[src/rtl/uart_rx_frame_checker_sat_counter.sv]
// ============================================================================
// Module      : sat_counter
// Description : Saturating event counter. clr alone zeroes the count, clr
//               together with inc loads 1, inc alone counts up and sticks
//               at all-ones.
// Revision    : 1.0 - initial release
// ============================================================================
`default_nettype none

module sat_counter #(
  parameter int WIDTH = 8
) (
  input  logic             clk,
  input  logic             reset_n,
  input  logic             inc,
  input  logic             clr,
  output logic [WIDTH-1:0] cnt
);

  localparam logic [WIDTH-1:0] CNT_MAX = {WIDTH{1'b1}};

  // Count events; clear has priority but still records a same-cycle event
  always_ff @(posedge clk or negedge reset_n) begin
    if (!reset_n) begin
      cnt <= '0;
    end else if (clr) begin
      cnt <= inc ? WIDTH'(1) : '0;
    end else if (inc && (cnt != CNT_MAX)) begin
      cnt <= cnt + WIDTH'(1);
    end
  end

endmodule

`default_nettype wire

[config.mk]
export PLATFORM = sky130hd
export DESIGN_NAME = sat_counter
export DESIGN_NICKNAME = d
export VERILOG_FILES = /design/src/rtl/uart_rx_frame_checker_sat_counter.sv
export SDC_FILE = /design/constraint.sdc
export NUM_CORES = 1
export LEC_CHECK = 0
export ABC_AREA = 1
export CORE_MARGIN = 3
export CORE_UTILIZATION = 40
export CTS_CLUSTER_SIZE = 30
export DETAILED_ROUTE_END_ITERATION = 6
export PLACE_DENSITY_LB_ADDON = 0.12
export SLEW_MARGIN = 40
export SYNTH_ARGS = -nofsm -noshare
export SYNTH_HDL_FRONTEND = slang
export SYNTH_SLANG_ARGS = --single-unit
[constraint.sdc]
create_clock -name clk -period 1.2 [get_ports clk]
set_clock_uncertainty 0.1 [all_clocks]
set_input_delay 0.36 -clock clk [delete_from_list [all_inputs] [get_ports clk]]
set_output_delay 0.36 -clock clk [all_outputs]
set_load 0.005 [all_outputs]
# Yosys cells after proc, flatten, opt, wreduce, memory -nomap -nowiden
# Index checks and enable logic that the tools add are counted.
[classes]
n_addsub = 1
eq_ne = 1
n_mux = 3
n_reduce_logical = 2
[ops]
columns = ["op", "n"]
rows = [
  ["$mux 8", 2],
  ["$add 8x1->8 const B", 1],
  ["$ne 8x8->1 const B", 1],
  ["$reduce_bool 2->1", 1],
  ["$logic_and 1x1->1", 1],
  ["$mux 1", 1],
]
[word_totals]
register_bits = 8
inputBits = 4
output_inout_bits = 8

# Depth between registers and ports, before layout
# Gate-level depths: netlist (run 1).
[depth]
depth_word = 4
mapped_depth = 8
ltp_nobuf = 8

# Least setup slack after synthesis (run 1)
# OpenSTA, ideal clock, no wires.
[synth_timing]
kind = "flip-flop to flip-flop"
from = "register cnt[0]"
to = "register cnt[3]"
arrival_ps = 1163
required_time_ps = 982
path_slack_ps = -181
path_stages_with_launch = 9
path_buffers = 0
synth_period_minus_slack_ps = 1381
cell_sequence = "dfrtp_1 > ha_1 > nand2_1 > nor2_2 > nand2_4 > nand2_8 > nand2_2 > nand2_1 > nand2_1"
[synth_between]
elab_chain_len = 3
word_cells_on_any_way = 6
classes_between = "add/sub: 1; eq/ne: 1; mux: 2; reduce/logical: 2"
[synth_lines]
columns = ["item", "line_no", "rtl"]
rows = [
  ["from (decl)", "17", "output logic [WIDTH-1:0] cnt"],
  ["from (signal assigned)", "27", "cnt <= inc ? WIDTH'(1) : '0;"],
  ["from (signal assigned)", "29", "cnt <= cnt + WIDTH'(1);"],
  ["$add 8x1->8 or $ne 8x8->1 (tied branches)", "29, 28", ""],
  ["$mux 8 or $logic_and 1x1->1 (tied branches)", "28", "end else if (inc && (cnt != CNT_MAX)) begin"],
  ["$mux 8 or $reduce_bool 2->1 (tied branches)", "n/a", ""],
]
# Several ways; a longest one is shown, not always the timed one. The select of a mux whose other input is x is not followed.
# A chain may end at the register's enable or synchronous reset.

# Worst setup path after layout (run 1)
[layout_timing]
from = "register cnt[1]"
to = "register cnt[0]"
[layout_between]
elab_chain_len = 3
[layout_lines]
columns = ["item", "line_no"]
rows = [
  ["$ne 8x8->1", "28"],
  ["$logic_and 1x1->1", "28"],
  ["$reduce_bool 2->1 (no line)", "n/a"],
]
# No other way between the ends.

==> results of run 1 <==
cell type report:
class / count / area (um2)
fillers: 92 / 280.3
repair buffers: 32 / 239.0
flip-flops and latches: 8 / 200.2
clock buffers: 3 / 22.52
inverters: 9 / 33.78
multi-input cells: 52 / 362.8
well taps: 14 / 17.52
metrics by stage:
step	setup TNS [ns]	util [%]	total power [mW]	cells
detailed placement	-2.968	69.37	0.4111	112
finish	-1.437	75.76	0.6520	118
CTS	-1.526	71.97	0.6379	117
global route	-2.275	75.76	0.6913	118
floorplan	-0.8476	-	0.3350	69
global placement	-2.770	69.37	0.4095	112
synth_stat cells (all sizes together):
cell type,count
nand2,23
nand3,10
nor2,9
dfrtp,8
inv,8
a21oi,2
nand4,2
o21ai,2
a21boi,1
clkinv,1
ha,1
nor3,1
xor2,1
worst max-delay path, cell delays in order (launching register included):
cell	delay [ns]
dfrtp_1	0.39
buf_6	0.13
ha_4	0.16
nand2_4	0.09
nor2_4	0.05
nand2_4	0.09
nand2_8	0.09
nand3_1	0.11
nand3_2	0.08
metal layers:
layer	GRT usage (%)	up-vias	part of all wire [%]
met4	8.696	0	1.4
met1	23.14	255	42
met5	0	-	0
li1	-	299	-
met3	3.004	2	4.5
met2	29.63	19	52
report_power, final:
part           leakage (nW)  switching, mW  internal, mW
clock network        0.0138         0.0992         0.115
registers             0.109        0.00674         0.280
logic                 0.356         0.0757        0.0757
logic make-up (layout without fill, tap and decap cells):
kind of cell	after synthesis	in the layout	share of synthesized area [%]
AND/OR/NAND/NOR	45	45	44.09
flip-flops	8	8	38.55
XOR/XNOR	1	1	1.687
AO/OA/AOI/OAI	5	5	6.748
buffers and inverters	9	44	6.506
adder cells (fa/ha/maj)	1	1	2.409
how the worst max path moves through the flow:
stage                start  endpoint  depth (start not counted)
finish              cnt[1]    cnt[0]                          8
global route        cnt[0]    cnt[6]                          9
detailed placement     inc    cnt[0]                          4
floorplan           cnt[0]    cnt[3]                          8
global placement       clr    cnt[0]                          5
CTS                 cnt[1]    cnt[6]                          9
repair_timing:
action / 4_1_cts / 5_1_grt
resized for setup: 36 / 12
setup buffers: 2 / 2
cloned: 0 / 0
endpoints found under the setup margin: 16 / 16
pin swaps: 7 / 8
==> results.md, run 1 <==
* Biggest regs: cnt: 8 flops
* Die area at 1767 um2
* Rows at 12
* CP Capture Type: flop
* Share of cells above drive strength 1 at 50.96%
* CP Class: flop to flop
* Nets at 111
* Core area at 1156 um2
* DR pass1 iterations at 4
* First-pass GRT wire length at 2442 um
* Leak at 0.4780 nW
* DRC at 0
* H-tree depth at 1
* Sequential-to-total area share from yosys stat at 38.55%
* IO Pins at 12
* Arrival @ worst endpoint at 1.43 ns
* DP Area at 802.0 um2
* Count of hold-fix buffers inserted at cts at 0
* Worst slew margin at 87.08%
* Number of flip-flops under the largest register name at 8
* Dpl hpwl at 1039 um
* CTS Sinks at 8
* Syn_nets at 74
* Vias in the first global route at 582
* DRT iter0 DRCs at 14
* Port Buf Inserts at 11
* Yosys warnings at 0
* Grt ovf at 0
* Syn avg cell area at 7.525 um2
* CTS tree: built
* Worst skew pair latency at 0.26 ns
* Synth Register Bits at 8
* R2R depth at 8
* FF-to-FF setup slack at -0.20 ns
* Crit path time final at 1.395 ns
* RePlAce Congestion at 0.8289
* Root Driver: clkbuf_4
* Via count at 575
* Die X at 42.03 um
* Unrepaired setup endpoints after global routing: yes
* Total CTS buffers at 3
* Post-Syn Area at 519.2 um2
* Reg with most FFs: cnt
* Worst hold slack at 0.2824 ns
* Worst Path Required at 1.24 ns
* Commonest cells after routing, fill and taps aside: buf_4, nand2_1, dfrtp_1
* Worst Max-Slew Pin Slew at 0.1923 ns
* Endpoints failing setup at 16
* Gate Count Post-Synth at 69
* Worst hold path type: primary input to asynchronous set/reset pin
* Cell taking the most area after synthesis: dfrtp_1
* Commonest non-fill, non-tap cell in the layout: buf_4
* Crit start category: flop
* Post-Place Setup Slack at -0.3038 ns
* Largest net degree at the start of global routing at 11
* Antenna Violating Nets Remaining at 0
* Reg2reg end: cnt[0]
* MaxCap Viol Count at 0
* GRT Total Usage at 18.15%
* Routed WL per cell at 12.48 um
* Area grow syn2layout at 68.67%
* Avg Vias per Cell at 4.873
* Endpoints failing hold at 0
* Yosys cell types at 18
* CP max FO at 8
* Status: finished with violations
* Fmax at 716.7 MHz
* Initial antenna violation count at 0
* Synth area leaders: dfrtp_1, nand2_1, nand3_1
* Slew Viols, Final at 0
* Clock Path Buffers at 2
* Failing checks: negative setup slack
* Starting Density at 44.91%
* ANT cells at 0
* WL final at 1473 um
* Power Dens Cells at 744.4 nW/um2
* Final WS setup at -0.1953 ns
* Top-area cell type share of the netlist area at 38.55%
* Die Y-Extent at 42.03 um
* Tcrit/Tclk final at 116.3%
* Clk slew on worst S/H paths at 0.06 ns
* Worst r2r src: cnt[1]
* Worst VDD drop at 0.5773 mV
* Final instance area at 875.8 um2
Power figures use the tool's default switching activity.
==> run 2: changes to the inputs <==
--- a/config.mk
+++ b/config.mk
@@ -10,8 +10,9 @@
 export CORE_UTILIZATION = 40
 export CTS_CLUSTER_SIZE = 30
 export DETAILED_ROUTE_END_ITERATION = 6
-export PLACE_DENSITY_LB_ADDON = 0.12
+export PLACE_DENSITY = 0.66
 export SLEW_MARGIN = 40
 export SYNTH_ARGS = -nofsm -noshare
 export SYNTH_HDL_FRONTEND = slang
 export SYNTH_SLANG_ARGS = --single-unit
+export TNS_END_PERCENT = 10
==> results.md, run 2 (synthesis results as in run 1) <==
* Pint at 472.8 uW (+0.54%)
* Worst r2r src: cnt[1]
* Rows at 12 (unchanged)
* CP max-delay cell: dfrtp_1
* Reg2reg end: cnt[6]
* Status: finished with violations
* Port Buf Inserts at 11 (unchanged)
* First-pass GRT wire length at 2304 um (-5.7%)
* CP Class: flop to flop
* MaxCap Viol Count at 0 (unchanged)
* Worst Max-Slew Pin Slew at 0.1906 ns (-0.001665 ns)
* P_sw at 173.2 uW (-4.7%)
* Final WS setup at -0.1944 ns (+0.0009000 ns)
* Root Driver: clkbuf_4
* Largest net degree at the start of global routing at 9 (-2)
* Die Y-Extent at 42.03 um (unchanged)
* Endpoints failing setup at 14 (-2)
* Fin util at 75.32% (-0.43 points)
* Nets at 110 (-0.90%)
* FF-to-FF setup slack at -0.19 ns (about the same)
* Combinational Power Share at 22.9% (-0.3 points)
* Endpoints failing hold at 0 (unchanged)
* Worst VDD drop at 0.7012 mV (+21%)
* CTS Sinks at 8 (unchanged)
* Count of hold-fix buffers inserted at cts at 0 (unchanged)
* CP bufs+invs at 2 (+1)
* Worst slew margin at 87.25% (+0.17 points)
* Initial antenna violation count at 0 (unchanged)
* Unrepaired setup endpoints after global routing: yes
* Power Dens Cells at 741.9 nW/um2 (-0.34%)
* Failing checks: negative setup slack
* Post-Place Setup Slack at -0.3432 ns (-0.03942 ns)
* R2R depth at 9 (+1)
* H-tree depth at 1 (unchanged)
* Grt ovf at 0 (unchanged)
* Critical Path Max Stage Delay at 0.39 ns (about the same)
* Critical Path, Cell by Cell: buf_6 > ha_4 > nand2_4 > buf_6 > nor2_4 > a21oi_2 > nor2_1 > nand2_1 > nand2_1
* Crit start category: flop
* ANT cells at 0 (unchanged)
* Setup_tns at -1.599 ns (-0.1625 ns)
* Slew Viols, Final at 0 (unchanged)
* Clk slew on worst S/H paths at 0.05 ns (about the same)
* Worst skew pair latency at 0.26 ns (about the same)
* Avg Vias per Cell at 4.838 (-0.72%)
* Clock Power Share at 32.3% (-0.6 points)
* Via count at 566 (-1.6%)
* Share of cells above drive strength 1 at 46.60% (-4.4 points)
* Crit path time final at 1.394 ns (-0.0009000 ns)
* Starting Density at 44.91% (unchanged)
* Sequential share of power at 44.8% (+0.9 points)
* Worst hold path type: primary input to asynchronous set/reset pin
* DR pass1 iterations at 4 (unchanged)
* Placed cell count at 112 (unchanged)
* CP Capture Type: flop
* Reg with most FFs: cnt
* Fmax at 717.2 MHz (about the same)
* Antenna Violating Nets Remaining at 0 (unchanged)
* Biggest regs: cnt: 8 flops
* Clock Path Buffers at 2 (unchanged)
* IO Pins at 12 (unchanged)
* Die area at 1767 um2 (unchanged)
* Dpl hpwl at 1038 um (about the same)
* Total CTS buffers at 3 (unchanged)
* DRT iter0 DRCs at 17 (+3)
* DRC at 0 (unchanged)
* Core area at 1156 um2 (unchanged)
* CP max FO at 3 (-5)
* Worst Path Required at 1.25 ns (about the same)
* GRT Total Usage at 17.20% (-0.95 points)
* Switching portion of total power at 26.81% (-1.1 points)
* CTS tree: built
* Crit path max-delay family: flip-flops
* Commonest cells after routing, fill and taps aside: nand2_1, buf_4, inv_1, dfrtp_1
* WL final at 1421 um (-3.5%)
* Area grow syn2layout at 67.71%
* Number of flip-flops under the largest register name at 8 (unchanged)
* Arrival @ worst endpoint at 1.44 ns (about the same)
* Vias in the first global route at 550 (-5.5%)
* Tcrit/Tclk final at 116.2% (about the same)
* Commonest non-fill, non-tap cell in the layout: nand2_1
* Leak at 0.4777 nW (about the same)
* RePlAce Congestion at 0.7855 (-5.2%)
* Die X at 42.03 um (unchanged)
* Finished Layout Cells at 117 (-0.85%)
* Routed WL per cell at 12.15 um (-2.7%)
-- run 2: worst max-delay path by stage --
stage            from  endpoint  slack [ns]  depth (start not counted)
5_1_grt        cnt[1]    cnt[6]       -0.27                          9
6_report       cnt[1]    cnt[6]       -0.19                          9
3_3_place_gp      inc    cnt[7]       -0.35                          4
4_1_cts        cnt[1]    cnt[6]       -0.19                          9
2_1_floorplan  cnt[0]    cnt[3]       -0.14                          8
3_5_place_dp      inc    cnt[0]       -0.34                          4
-- run 2: cell type report --
cell class,count,area [um2]
clock buffers,3,22.52
multi-input cells,52,352.8
flip-flops and latches,8,200.2
inverters,9,33.78
fillers,79,285.3
well taps,14,17.52
repair buffers,31,244.0
-- run 2: through the flow --
step / instance area (um2) / power [mW] / hold slack (ns)
finish: 870.8 / 0.6461 / 0.2766
global route: 870.8 / 0.6830 / 0.2913
CTS: 860.8 / 0.6440 / 0.2744
detailed placement: 814.5 / 0.4167 / 0.4720
global placement: 814.5 / 0.4147 / 0.4754
floorplan: 539.3 / 0.3351 / -0.03559
-- run 2: timing repair --
item / in CTS / in global routing
pin swaps: 4 / 6
resized for setup: 19 / 16
endpoints found under the setup margin: 16 / 16
setup buffers: 1 / 1
-- run 2: power by group through the flow --
stage               logic, mW  clock network, mW  registers [mW]
floorplan              0.0391                  0           0.296
global placement        0.121                  0           0.293
detailed placement      0.123                  0           0.294
CTS                     0.135              0.220           0.289
global route            0.158              0.234           0.291
finish                  0.148              0.209           0.289
-- run 2: per-layer routing --
layer	vias up	track usage, %	share of wire [%]
met5	-	0	0
met1	257	22.73	49
met2	12	25.31	44
met3	5	2.146	4.0
met4	0	13.04	3.1
li1	292	-	-
